==> src/rtl/deskew_buffer_if.sv <==
// Bus between a 4x4 array's skewed column outputs and the deskew buffer's realigned tile.
// The err line exists only when DESKEW_BUFFER_ERR_EN is defined.
interface deskew_buffer_if #(
    parameter int DATA_W = 16
);
    logic              start;
    logic [DATA_W-1:0] col0_val;
    logic [DATA_W-1:0] col1_val;
    logic [DATA_W-1:0] col2_val;
    logic [DATA_W-1:0] col3_val;
    logic [DATA_W-1:0] result [15:0];
    logic              out_valid;
    logic              out_ready;
    logic              busy;
`ifdef DESKEW_BUFFER_ERR_EN
    logic              err;

    modport master (
        output start, col0_val, col1_val, col2_val, col3_val, out_ready,
        input  result, out_valid, busy, err
    );
    modport slave (
        input  start, col0_val, col1_val, col2_val, col3_val, out_ready,
        output result, out_valid, busy, err
    );
`else
    modport master (
        output start, col0_val, col1_val, col2_val, col3_val, out_ready,
        input  result, out_valid, busy
    );
    modport slave (
        input  start, col0_val, col1_val, col2_val, col3_val, out_ready,
        output result, out_valid, busy
    );
`endif
endinterface

==> src/rtl/deskew_buffer.sv <==
// Realigns skewed 4x4 array columns into a tile; sticky err output under DESKEW_BUFFER_ERR_EN.
// Latency 7 cycles start->out_valid; tile held until out_ready, new start taken in IDLE or with out_ready in FULL.
module deskew_buffer #(
    parameter int DATA_W = 16
) (
    input  logic           clk,
    input  logic           reset,
    deskew_buffer_if.slave bus
);
    typedef enum logic [1:0] {IDLE, COLLECT, FULL} state_t;

    state_t            state_q;
    logic [2:0]        k_q;
    logic [2:0]        k_d;
    logic              out_valid_q;
    logic              busy_q;
    logic              start_acc;
    logic              cap;
    logic [DATA_W-1:0] col [4];

    assign col[0] = bus.col0_val;
    assign col[1] = bus.col1_val;
    assign col[2] = bus.col2_val;
    assign col[3] = bus.col3_val;

    assign start_acc = bus.start &&
                       ((state_q == IDLE) || ((state_q == FULL) && bus.out_ready));
    // k_q rests at 0 outside COLLECT, so the start cycle captures the k=0 diagonal.
    assign cap       = start_acc || (state_q == COLLECT);
    assign k_d       = k_q + 3'd1;

    always_ff @(posedge clk or negedge reset) begin
        if (!reset) begin
            state_q     <= IDLE;
            k_q         <= '0;
            out_valid_q <= 1'b0;
            busy_q      <= 1'b0;
        end else begin
            case (state_q)
                IDLE: begin
                    if (start_acc) begin
                        state_q <= COLLECT;
                        k_q     <= 3'd1;
                        busy_q  <= 1'b1;
                    end
                end
                COLLECT: begin
                    if (k_q == 3'd6) begin
                        state_q     <= FULL;
                        k_q         <= '0;
                        busy_q      <= 1'b0;
                        out_valid_q <= 1'b1;
                    end else begin
                        k_q <= k_d;
                    end
                end
                FULL: begin
                    if (bus.out_ready) begin
                        out_valid_q <= 1'b0;
                        if (start_acc) begin
                            state_q <= COLLECT;
                            k_q     <= 3'd1;
                            busy_q  <= 1'b1;
                        end else begin
                            state_q <= IDLE;
                        end
                    end
                end
                default: state_q <= IDLE;
            endcase
        end
    end

    // Element (r,c) arrives on column c when k == r+c.
    for (genvar i = 0; i < 16; i++) begin : g_elem
        localparam int R = i / 4;
        localparam int C = i % 4;
        logic [DATA_W-1:0] el_q;

        always_ff @(posedge clk or negedge reset) begin
            if (!reset) begin
                el_q <= '0;
            end else if (cap && (k_q == 3'(R + C))) begin
                el_q <= col[C];
            end
        end

        assign bus.result[i] = el_q;
    end

    assign bus.out_valid = out_valid_q;
    assign bus.busy      = busy_q;

`ifdef DESKEW_BUFFER_ERR_EN
    logic start_ign;
    logic err_q;

    assign start_ign = bus.start &&
                       ((state_q == COLLECT) || ((state_q == FULL) && !bus.out_ready));

    always_ff @(posedge clk or negedge reset) begin
        if (!reset) begin
            err_q <= 1'b0;
        end else if (start_ign) begin
            err_q <= 1'b1;
        end
    end

    assign bus.err = err_q;
`endif
endmodule

==> src/flat_wrapper.sv <==
// flat-port wrapper written by rule: the top's interface ports become plain ports
module deskew_buffer_flat 
#(
    parameter int DATA_W = 16
)
  (clk, reset, bus_start, bus_col0_val, bus_col1_val, bus_col2_val, bus_col3_val, bus_out_ready, bus_result, bus_out_valid, bus_busy);
  deskew_buffer_if #(.DATA_W(DATA_W)) bus_i ();
  input  logic clk;
  input  logic reset;
  input wire logic [$bits(bus_i.start)-1:0] bus_start;
  input wire logic [$bits(bus_i.col0_val)-1:0] bus_col0_val;
  input wire logic [$bits(bus_i.col1_val)-1:0] bus_col1_val;
  input wire logic [$bits(bus_i.col2_val)-1:0] bus_col2_val;
  input wire logic [$bits(bus_i.col3_val)-1:0] bus_col3_val;
  input wire logic [$bits(bus_i.out_ready)-1:0] bus_out_ready;
  output wire logic [$bits(bus_i.result)-1:0] bus_result;
  output wire logic [$bits(bus_i.out_valid)-1:0] bus_out_valid;
  output wire logic [$bits(bus_i.busy)-1:0] bus_busy;
  assign bus_i.start = bus_start;
  assign bus_i.col0_val = bus_col0_val;
  assign bus_i.col1_val = bus_col1_val;
  assign bus_i.col2_val = bus_col2_val;
  assign bus_i.col3_val = bus_col3_val;
  assign bus_i.out_ready = bus_out_ready;
  assign bus_result = {>>{bus_i.result}};
  assign bus_out_valid = bus_i.out_valid;
  assign bus_busy = bus_i.busy;
  deskew_buffer #(.DATA_W(DATA_W)) u_core (.clk(clk), .reset(reset), .bus(bus_i));
endmodule
==> config.mk <==
export PLATFORM = sky130hd
export DESIGN_NAME = deskew_buffer_flat
export DESIGN_NICKNAME = d
export VERILOG_FILES = /design/src/rtl/deskew_buffer_if.sv /design/src/rtl/deskew_buffer.sv /design/src/flat_wrapper.sv
export SDC_FILE = /design/constraint.sdc
export NUM_CORES = 1
export LEC_CHECK = 0
export CORE_UTILIZATION = 50
export DETAILED_ROUTE_END_ITERATION = 8
export PLACE_DENSITY_LB_ADDON = 0.3
export REMOVE_ABC_BUFFERS = 1
export SLEW_MARGIN = 0
export SYNTH_ARGS = -nofsm -noshare
export SYNTH_HDL_FRONTEND = slang
export SYNTH_SLANG_ARGS = --single-unit
==> constraint.sdc <==
create_clock -name clk -period 3.8 [get_ports clk]
set_clock_uncertainty 0.15 [all_clocks]
set_input_delay 0.38 -clock clk [delete_from_list [all_inputs] [get_ports clk]]
set_output_delay 0.38 -clock clk [all_outputs]
set_load 0.02 [all_outputs]
== After elaboration in Yosys (flattened, before gate mapping) ==
Cells that the tools add are included.

* Flip-flop bits (word level): 263
* Input bits: 68
* Output and inout port bits: 258
* Word-level logic and storage cells: 67

* Add/sub/neg operators: 1
* Eq/ne operators: 11
* Multiplexer cells: 16
* Reductions and logical operators: 19

{| class="wikitable"
|+ Operators with widths
! operator !! count
|-
| $eq A3 B3 Y1 const B || 3
|-
| $logic_and A1 B1 Y1 || 9
|-
| $mux W3 || 3
|-
| $pmux W3 S3 || 1
|-
| $reduce_and A3 Y1 || 3
|-
| $eq A3 B2 Y1 const B || 2
|-
| $mux W1 || 6
|-
| $mux W2 || 3
|-
| $pmux W2 S3 || 1
|-
| $ne A2 B2 Y1 const B || 2
|-
| $add A3 B1 Y3 const B || 1
|-
| $eq A3 B1 Y1 const B || 1
|-
| $logic_not A3 Y1 || 1
|-
| $pmux W1 S3 || 1
|-
| $reduce_bool A3 Y1 || 1
|-
| $eq A2 B1 Y1 const B || 1
|-
| $eq A2 B2 Y1 const B || 1
|-
| $logic_not A2 Y1 || 1
|-
| $logic_or A1 B1 Y1 || 2
|-
| $ne A2 B1 Y1 const B || 1
|-
| $pmux W1 S2 || 1
|-
| $reduce_and A2 Y1 || 1
|-
| $reduce_bool A2 Y1 || 1
|}

== Depth between registers and ports, before layout ==
Gate-level depths: netlist (run 1).

* Depth after elaboration: 7
* Mapped depth: 7
* Gate-level depth less buffers: 5

== Least setup slack after synthesis (run 1) ==
OpenSTA, ideal clock, no wires.

* Kind: register to register
* Start point: register u_core.k_q[1]
* End point: register u_core.g_elem[3].el_q[8]
* Setup time: 0.125 ns
* Arrival time: 1.854 ns
* Required time: 3.525 ns
* Setup slack: 1.671 ns
* Cell stages (with the launch flop): 8
* Path buffers: 2
* Period minus slack after synthesis: 2.129 ns
* Path through: dfrtp_1 -> clkbuf_1 -> and2_1 -> ha_1 -> inv_1 -> a211oi_4 -> buf_2 -> mux2_2

* Longest elaborated chain between the ends: 2

{| class="wikitable"
|+ Ends and longest elaborated chain
! what !! line !! RTL
|-
| from (decl) || deskew_buffer.sv:13 || <nowiki>logic [2:0] k_q;</nowiki>
|-
| from (signal assigned) || deskew_buffer.sv:54 || <nowiki>k_q <= k_d;</nowiki>
|-
| $eq A3 B2 Y1 || deskew_buffer.sv:83 || <nowiki>end else if (cap && (k_q == 3'(R + C))) begin</nowiki>
|-
| $logic_and A1 B1 Y1 || deskew_buffer.sv:83 ||
|-
| to (signal assigned) || deskew_buffer.sv:84 || <nowiki>el_q <= col[C];</nowiki>
|-
| to (decl) || deskew_buffer.sv:78 || <nowiki>logic [DATA_W-1:0] el_q;</nowiki>
|}

No other way between the ends.
A chain may end at the register's enable or synchronous reset.

== Final worst setup path (run 1) ==
* Start point: register u_core.state_q[0]
* End point: register u_core.g_elem[13].el_q[9]

* Longest elaborated chain between the ends: 6
* Elaborated cells between the ends (all ways): 8
* Classes of those cells: eq/ne: 2; reduce/logical: 6

{| class="wikitable"
|+ Ends and longest elaborated chain
! what !! line !! RTL
|-
| from (decl) || deskew_buffer.sv:12 || <nowiki>state_t state_q;</nowiki>
|-
| from (signal assigned) || deskew_buffer.sv:34 || <nowiki>state_q <= IDLE;</nowiki>
|-
| from (signal assigned) || deskew_buffer.sv:42 || <nowiki>state_q <= COLLECT;</nowiki>
|-
| from (signal assigned) || deskew_buffer.sv:49 || <nowiki>state_q <= FULL;</nowiki>
|-
| $eq A2 B2 Y1 || deskew_buffer.sv:27 || <nowiki>((state_q == IDLE) || ((state_q == FULL) && bus.out_ready));</nowiki>
|-
| $logic_and A1 B1 Y1 || deskew_buffer.sv:27 ||
|-
| $logic_or A1 B1 Y1 || deskew_buffer.sv:27 ||
|-
| $logic_and A1 B1 Y1 || deskew_buffer.sv:26 || <nowiki>assign start_acc = bus.start &&</nowiki>
|-
| $logic_or A1 B1 Y1 (*) || deskew_buffer.sv:29 || <nowiki>assign cap = start_acc || (state_q == COLLECT);</nowiki>
|-
| $logic_and A1 B1 Y1 (*) || deskew_buffer.sv:83 ||
|-
| to (signal assigned) || deskew_buffer.sv:84 ||
|-
| to (decl) || deskew_buffer.sv:78 ||
|}

Every way passes the cells marked *; elsewhere a longest branch is shown, timed or not.

==> results of run 1 <==
[state kept, by name, indices dropped and copies added, names as in the netlist]
signal,count
u_core.bus.busy,1
u_core.state_q,2
u_core.g_elem.el_q,256
u_core.bus.out_valid,1
u_core.k_q,3
[final cells by class]
| class | instances | area share [%] |
|---|---|---|
| clock inverters | 11 | 0.418 |
| flip-flops and latches | 263 | 45.8 |
| multi-input cells | 291 | 22.5 |
| well taps | 265 | 2.31 |
| repair buffers | 341 | 23.7 |
| inverters | 4 | 0.104 |
| clock buffers | 36 | 5.15 |
[per-stage QoR]
step | cells | total power, mW
after floorplan | 558 | 9.01
after global placement | 1163 | 12.5
after detailed placement | 1163 | 12.9
after CTS | 1211 | 15.3
after global routing | 1211 | 15.9
final | 1211 | 15.2
[cells in the mapped netlist]
cell,instances
and4b_1,1
a211oi_2,1
o2bb2ai_1,1
nand2b_1,5
nand2_1,1
buf_6,7
a211oi_4,1
mux2_1,10
nor4b_1,1
nor2_2,1
o21ai_0,2
buf_2,6
a2111oi_4,4
nand3b_1,1
mux2_2,247
o22a_1,1
and2_1,1
inv_1,4
ha_1,1
a211oi_1,1
or2_2,1
nor2_1,3
dfrtp_1,263
a2111oi_2,1
o32ai_1,1
a21oi_1,4
clkbuf_1,2
buf_4,13
o22ai_1,1
[power breakdown]
group          switching [mW]  total, mW  internal (mW)  leakage, nW
Clock                    1.04       2.40           1.36        0.397
Combinational            3.64       7.68           4.05         2.42
Sequential              0.828       5.09           4.26         3.12
[per-layer routing]
metal | routed length [um] | vias to the layer above | share of wire (%) | GRT usage (%)
li1 | - | 2772 | - | -
met1 | 9290 | 3245 | 38 | 27.8
met2 | 13000 | 217 | 53 | 43.3
met3 | 1460 | 54 | 5.9 | 5.33
met4 | 890 | 0 | 3.6 | 9.63
met5 | 0 | - | 0 | 0
[layout by cell type (no fill, tap or decap), types with 5 or more instances in the layout]
cell type        netlist  final
clkinv_2               0      9
a2111oi_4              4      5
dfrtp_1              263    263
mux2_2               247    247
clkdlybuf4s50_1        0    324
clkbuf_16              0     27
buf_4                 13     13
mux2_1                10     10
clkbuf_1               2      6
nand2b_1               5      5
[final timing paths]
path                                              end                      from  slack [ns]
hold reg to reg              u_core.g_elem[5].el_q[7]  u_core.g_elem[5].el_q[7]        0.33
max in group asynchronous  u_core.g_elem[12].el_q[13]                     reset        2.07
min in group asynchronous    u_core.g_elem[6].el_q[9]                     reset        0.36
setup / recovery            u_core.g_elem[13].el_q[9]         u_core.state_q[0]        1.08
hold / removal               u_core.g_elem[5].el_q[7]  u_core.g_elem[5].el_q[7]        0.33
setup reg to reg            u_core.g_elem[13].el_q[9]         u_core.state_q[0]        1.08
[cells by family (layout without fill, tap and decap cells)]
family | count (synthesis) | count (layout)
adder cells (fa/ha/maj) | 1 | 1
AO/OA/AOI/OAI | 18 | 18
multiplexers | 257 | 257
AND/OR/NAND/NOR | 15 | 15
buffers and inverters | 32 | 392
flip-flops | 263 | 263
==> results.txt, run 1 <==
multiplexer area fraction after synthesis: 28.8%
xor and xnor area share after synthesis: 0%
Levels on crit path: 5
Starting Density: 51.2%
outcome: finished, final reports clean
Area contributors post-synth: dfrtp_1 (66%), mux2_2 (28%), mux2_1 (1.1%)
RSZ-0062 raised after global routing: false
initial antenna violation count: 0
Synth Area in Compound Gates: 2.27%
share of layout cells above drive strength 1: 33.1%
vias in the first global route: 6916
Pleak: 5.93 nW
cell taking the most area after synthesis: dfrtp_1
Hold Fails Final Rpt: 0
top cell type's share of synthesized area: 65.6%
first-pass GRT wire length: 38.0 mm
Yosys cell types: 29
DP Wirelength: 17.3 mm
worst min-delay path class: reg2reg
die area: 20600 um2
flip-flop and latch area: 6580 um2
CP dominant cell by count: buf_4
vias per cell: 5.19
Simple-Gate Fraction of Synth Area: 0.910%
critical path endpoint category: flip-flop
Worst-path clk slew: 0.06 ns
hold_buf cts: 1
number of diodes: 0
H-tree depth: 1
Slowest-stage cell, CP: buf_4
fillers: 1251
worst vdd ir: 0.510 mV
setup TNS after final layout: 0 ns
crit share post-route: 71.7%
clock root cell: clkbuf_16
Total Routed Length: 24.7 mm
largest net degree at the start of global routing: 113
WP data required: 4.05 ns
All-Layer GR Usage: 24.1%
CP top delay family: buffers and inverters
Post-CTS Resized: 0
# IOs: 326
Yosys reg bits: 263
CP Buf/Inv Count: 2
R2R depth: 5
Slew Limit Fails: 0
f_max: 0.367 GHz
sequential share of the synthesized area: 65.6%
combined area of the multi-input logic cells: 3240 um2
chip width: 144 um
port bufs: 325
largest family of logic cells by synthesized area: multiplexers
clk sink count: 263
Max Cap Viol: 0
Worst setup SP type: flip-flop
Cell Chain, Critical Path: nand2b_1 > buf_4 > a2111oi_4 > buf_4 > mux2_2
Ys Warns: 0
residual DRC count: 0
Post-Synth Adder-Cell Area: 0.125%
Crit path largest cell delay: 0.49 ns
arrival time at the worst endpoint: 2.97 ns
Final GP Congestion: 0.792
drt pass-1 iters: 4
Num CTS Buffers: 27
syn_area_per_cell: 17.1 um2
wire length per cell: 20.4 um
setup bufs post-CTS: 0
Placeable Area: 19600 um2
Area Overhead vs Synth: 43.2%
WS Path Type: reg2reg
ANT nets after route: 0
setup violators final: 0
DR vias: 6288
post-layout instance area: 14400 um2
Clock Path Buffers: 3
pwr dens: 1060 nW/um2
Slew headroom: 44.8%
Mapped Area: 10000 um2
Site Rows: 51
worst hold slack: 0.334 ns
worst slack, placed: 0.755 ns
Post-Syn Instances: 586
GRT overflow: 0
Worst Hold Depth: 1
Placed Instance Area: 13600 um2
final core occ: 73.4%
Tmin final: 2.72 ns
Nets: 997
final worst slack: 1.08 ns
DR iter-0 viols: 170
TritonCTS clock tree: done
Die H: 144 um
critical-path maximum fanout: 37
pin slew with the least headroom to its limit: 0.827 ns
clock latency at the later pin of the worst-skew pair: 0.51 ns
Power figures use the tool's default switching activity.
==> inputs of run 2 (changes only) <==
--- a/config.mk
+++ b/config.mk
@@ -5,7 +5,7 @@
 export SDC_FILE = /design/constraint.sdc
 export NUM_CORES = 1
 export LEC_CHECK = 0
-export CORE_UTILIZATION = 50
+export CORE_UTILIZATION = 42
 export DETAILED_ROUTE_END_ITERATION = 8
 export PLACE_DENSITY_LB_ADDON = 0.3
 export REMOVE_ABC_BUFFERS = 1
==> constraint.sdc (replaced) <==
create_clock -name clk -period 2.4 [get_ports clk]
set_clock_uncertainty 0.15 [all_clocks]
set_input_delay 0.24 -clock clk [delete_from_list [all_inputs] [get_ports clk]]
set_output_delay 0.24 -clock clk [all_outputs]
set_load 0.02 [all_outputs]
==> run 2 against run 1 <==
  * Sequential power rose by 55%
  * Combinational power rose by 61%
  * Maximum frequency rose by 24%
  * Register-to-register slack got worse by 0.87 ns
  * First-iteration DRC count rose by 0.59%
==> results.txt, run 2 (synthesized netlist as in run 1, its figures left out) <==
outcome: finished, final reports clean
vias per cell: 4.89 (-5.7%)
hold_buf cts: 1 (unchanged)
# IOs: 326 (unchanged)
critical-path maximum fanout: 37 (unchanged)
CP Launch Point: u_core.k_q[2]
R2R depth: 7 (+2)
Clock Path Buffers: 3 (unchanged)
Pleak: 6.10 nW (+2.9%)
drt pass-1 iters: 6 (+2)
WS Path Type: reg2reg
vias in the first global route: 6575 (-4.9%)
H-tree depth: 1 (unchanged)
max reg flops: 256 (unchanged)
DR vias: 6255 (-0.52%)
post-layout instance area: 14800 um2 (+3.1%)
Starting Density: 42.8% (-8.5 points)
Worst setup SP type: flip-flop
CP Buf/Inv Count: 4 (+2)
Crit path largest cell delay: 0.41 ns (-0.08 ns)
Placed Instance Area: 13800 um2 (+2.0%)
clock root cell: clkbuf_16
die area: 24500 um2 (+19%)
pin slew with the least headroom to its limit: 0.588 ns (-0.240 ns)
Levels on crit path: 7 (+2)
Tmin final: 2.20 ns (-0.528 ns)
crit path capture: u_core.g_elem[12].el_q[11]
RR Endpoint: u_core.g_elem[12].el_q[11]
Total Routed Length: 24.2 mm (-2.0%)
pwr dens: 1670 nW/um2 (+58%)
CP dominant cell by count: inv_1
Nets: 1006 (+0.90%)
FF-to-FF Start: u_core.k_q[2]
GRT overflow: 0 (unchanged)
Worst-path clk slew: 0.06 ns (about the same)
Area Overhead vs Synth: 47.7%
number of diodes: 0 (unchanged)
worst vdd ir: 0.912 mV (+79%)
arrival time at the worst endpoint: 2.45 ns (-0.52 ns)
Die H: 157 um (+9.0%)
clk sink count: 263 (unchanged)
Num CTS Buffers: 28 (+3.7%)
crit share post-route: 91.5% (+20 points)
fillers: 1814 (+45%)
wire length per cell: 18.9 um (-7.1%)
residual DRC count: 0 (unchanged)
Site Rows: 56 (+9.8%)
clock latency at the later pin of the worst-skew pair: 0.52 ns (about the same)
RSZ-0062 raised after global routing: false
Post-CTS Resized: 0 (unchanged)
Slowest-stage cell, CP: dfrtp_1
Final GP Congestion: 0.753 (-4.9%)
Placeable Area: 23500 um2 (+20%)
All-Layer GR Usage: 19.9% (-4.2 points)
R2R setup slack: 0.20 ns (-0.87 ns)
ANT nets after route: 0 (unchanged)
port bufs: 325 (unchanged)
Most flops, register: u_core.g_elem.el_q
commonest non-fill, non-tap cell in the layout: clkdlybuf4s50_1
Cell Chain, Critical Path: buf_4 > inv_1 > ha_1 > inv_1 > a211oi_4 > buf_12 > mux2_2
DP Wirelength: 16.7 mm (-3.4%)
critical path endpoint category: flip-flop
highest-count cells in the layout ignoring fill and taps: clkdlybuf4s50_1 (324), dfrtp_1 (263), mux2_2 (247), clkbuf_16 (29), buf_12 (13)
Slew headroom: 60.8% (+16 points)
worst min-delay path class: in2async
CP top delay family: buffers and inverters
setup bufs post-CTS: 0 (unchanged)
chip width: 157 um (+9.0%)
Max Cap Viol: 0 (unchanged)
initial antenna violation count: 0 (unchanged)
Hold Fails Final Rpt: 0 (unchanged)
WP data required: 2.66 ns (-1.39 ns)
setup violators final: 0 (unchanged)
Slew Limit Fails: 0 (unchanged)
largest net degree at the start of global routing: 62 (-45%)
Top Registers: u_core.g_elem.el_q: 256 flops, u_core.k_q: 3 flops, u_core.state_q: 2 flops
TritonCTS clock tree: done
Pwr Total: 24.8 mW (+63%)
f_max: 0.455 GHz (+24%)
first-pass GRT wire length: 37.8 mm (-0.44%)
share of layout cells above drive strength 1: 34.0% (+0.91 points)
DR iter-0 viols: 171 (+0.59%)
[run 2: power breakdown]
group          switching [mW]  total [mW]  leakage (nW)  internal (mW)
Sequential               1.15        7.89          3.12           6.74
Clock                    1.75        4.54         0.489           2.80
Combinational            5.79        12.4          2.50           6.57
Total                    8.70        24.8          6.10           16.1
[run 2: cell type report]
class / instances / area, um2 / area share (%)
Sequential cell: 263 / 6580 / 44.4
Timing Repair Buffer: 349 / 3600 / 24.3
Multi-Input combinational cell: 291 / 3240 / 21.8
Clock buffer: 40 / 817 / 5.51
Tap cell: 319 / 399 / 2.69
Clock inverter: 12 / 168 / 1.13
Inverter: 4 / 15.0 / 0.101
[run 2: routing by layer]
layer	part of all wire [%]	wire [um]	global-route usage [%]
met5	0	0	0
met4	4.3	1030	8.45
met3	4.8	1170	4.13
met2	52	12500	34.2
met1	39	9510	24.3
[run 2: how the worst min path moves through the flow]
stage               cells after the start                        to  slack (ns)   from
global route                            2  u_core.g_elem[4].el_q[4]        0.09  reset
CTS                                     2  u_core.g_elem[4].el_q[4]        0.09  reset
finish                                  2  u_core.g_elem[4].el_q[4]        0.07  reset
floorplan                               0           u_core.bus.busy       -0.21  reset
detailed placement                      1  u_core.g_elem[4].el_q[4]        0.02  reset
global placement                        1  u_core.g_elem[4].el_q[4]        0.02  reset
[run 2: through the flow]
stage               std cells  utilization [%]  setup TNS (ns)  setup slack [ns]  hold slack [ns]
global route             1278             63.1               0             0.104           0.0939
floorplan                 558                -         -266.65             -2.37           -0.206
finish                   1278             63.1               0             0.204           0.0747
CTS                      1278             63.1               0             0.172           0.0878
detailed placement       1225             58.9          -0.156           -0.0201           0.0236
global placement         1225             58.9               0           0.00496           0.0222
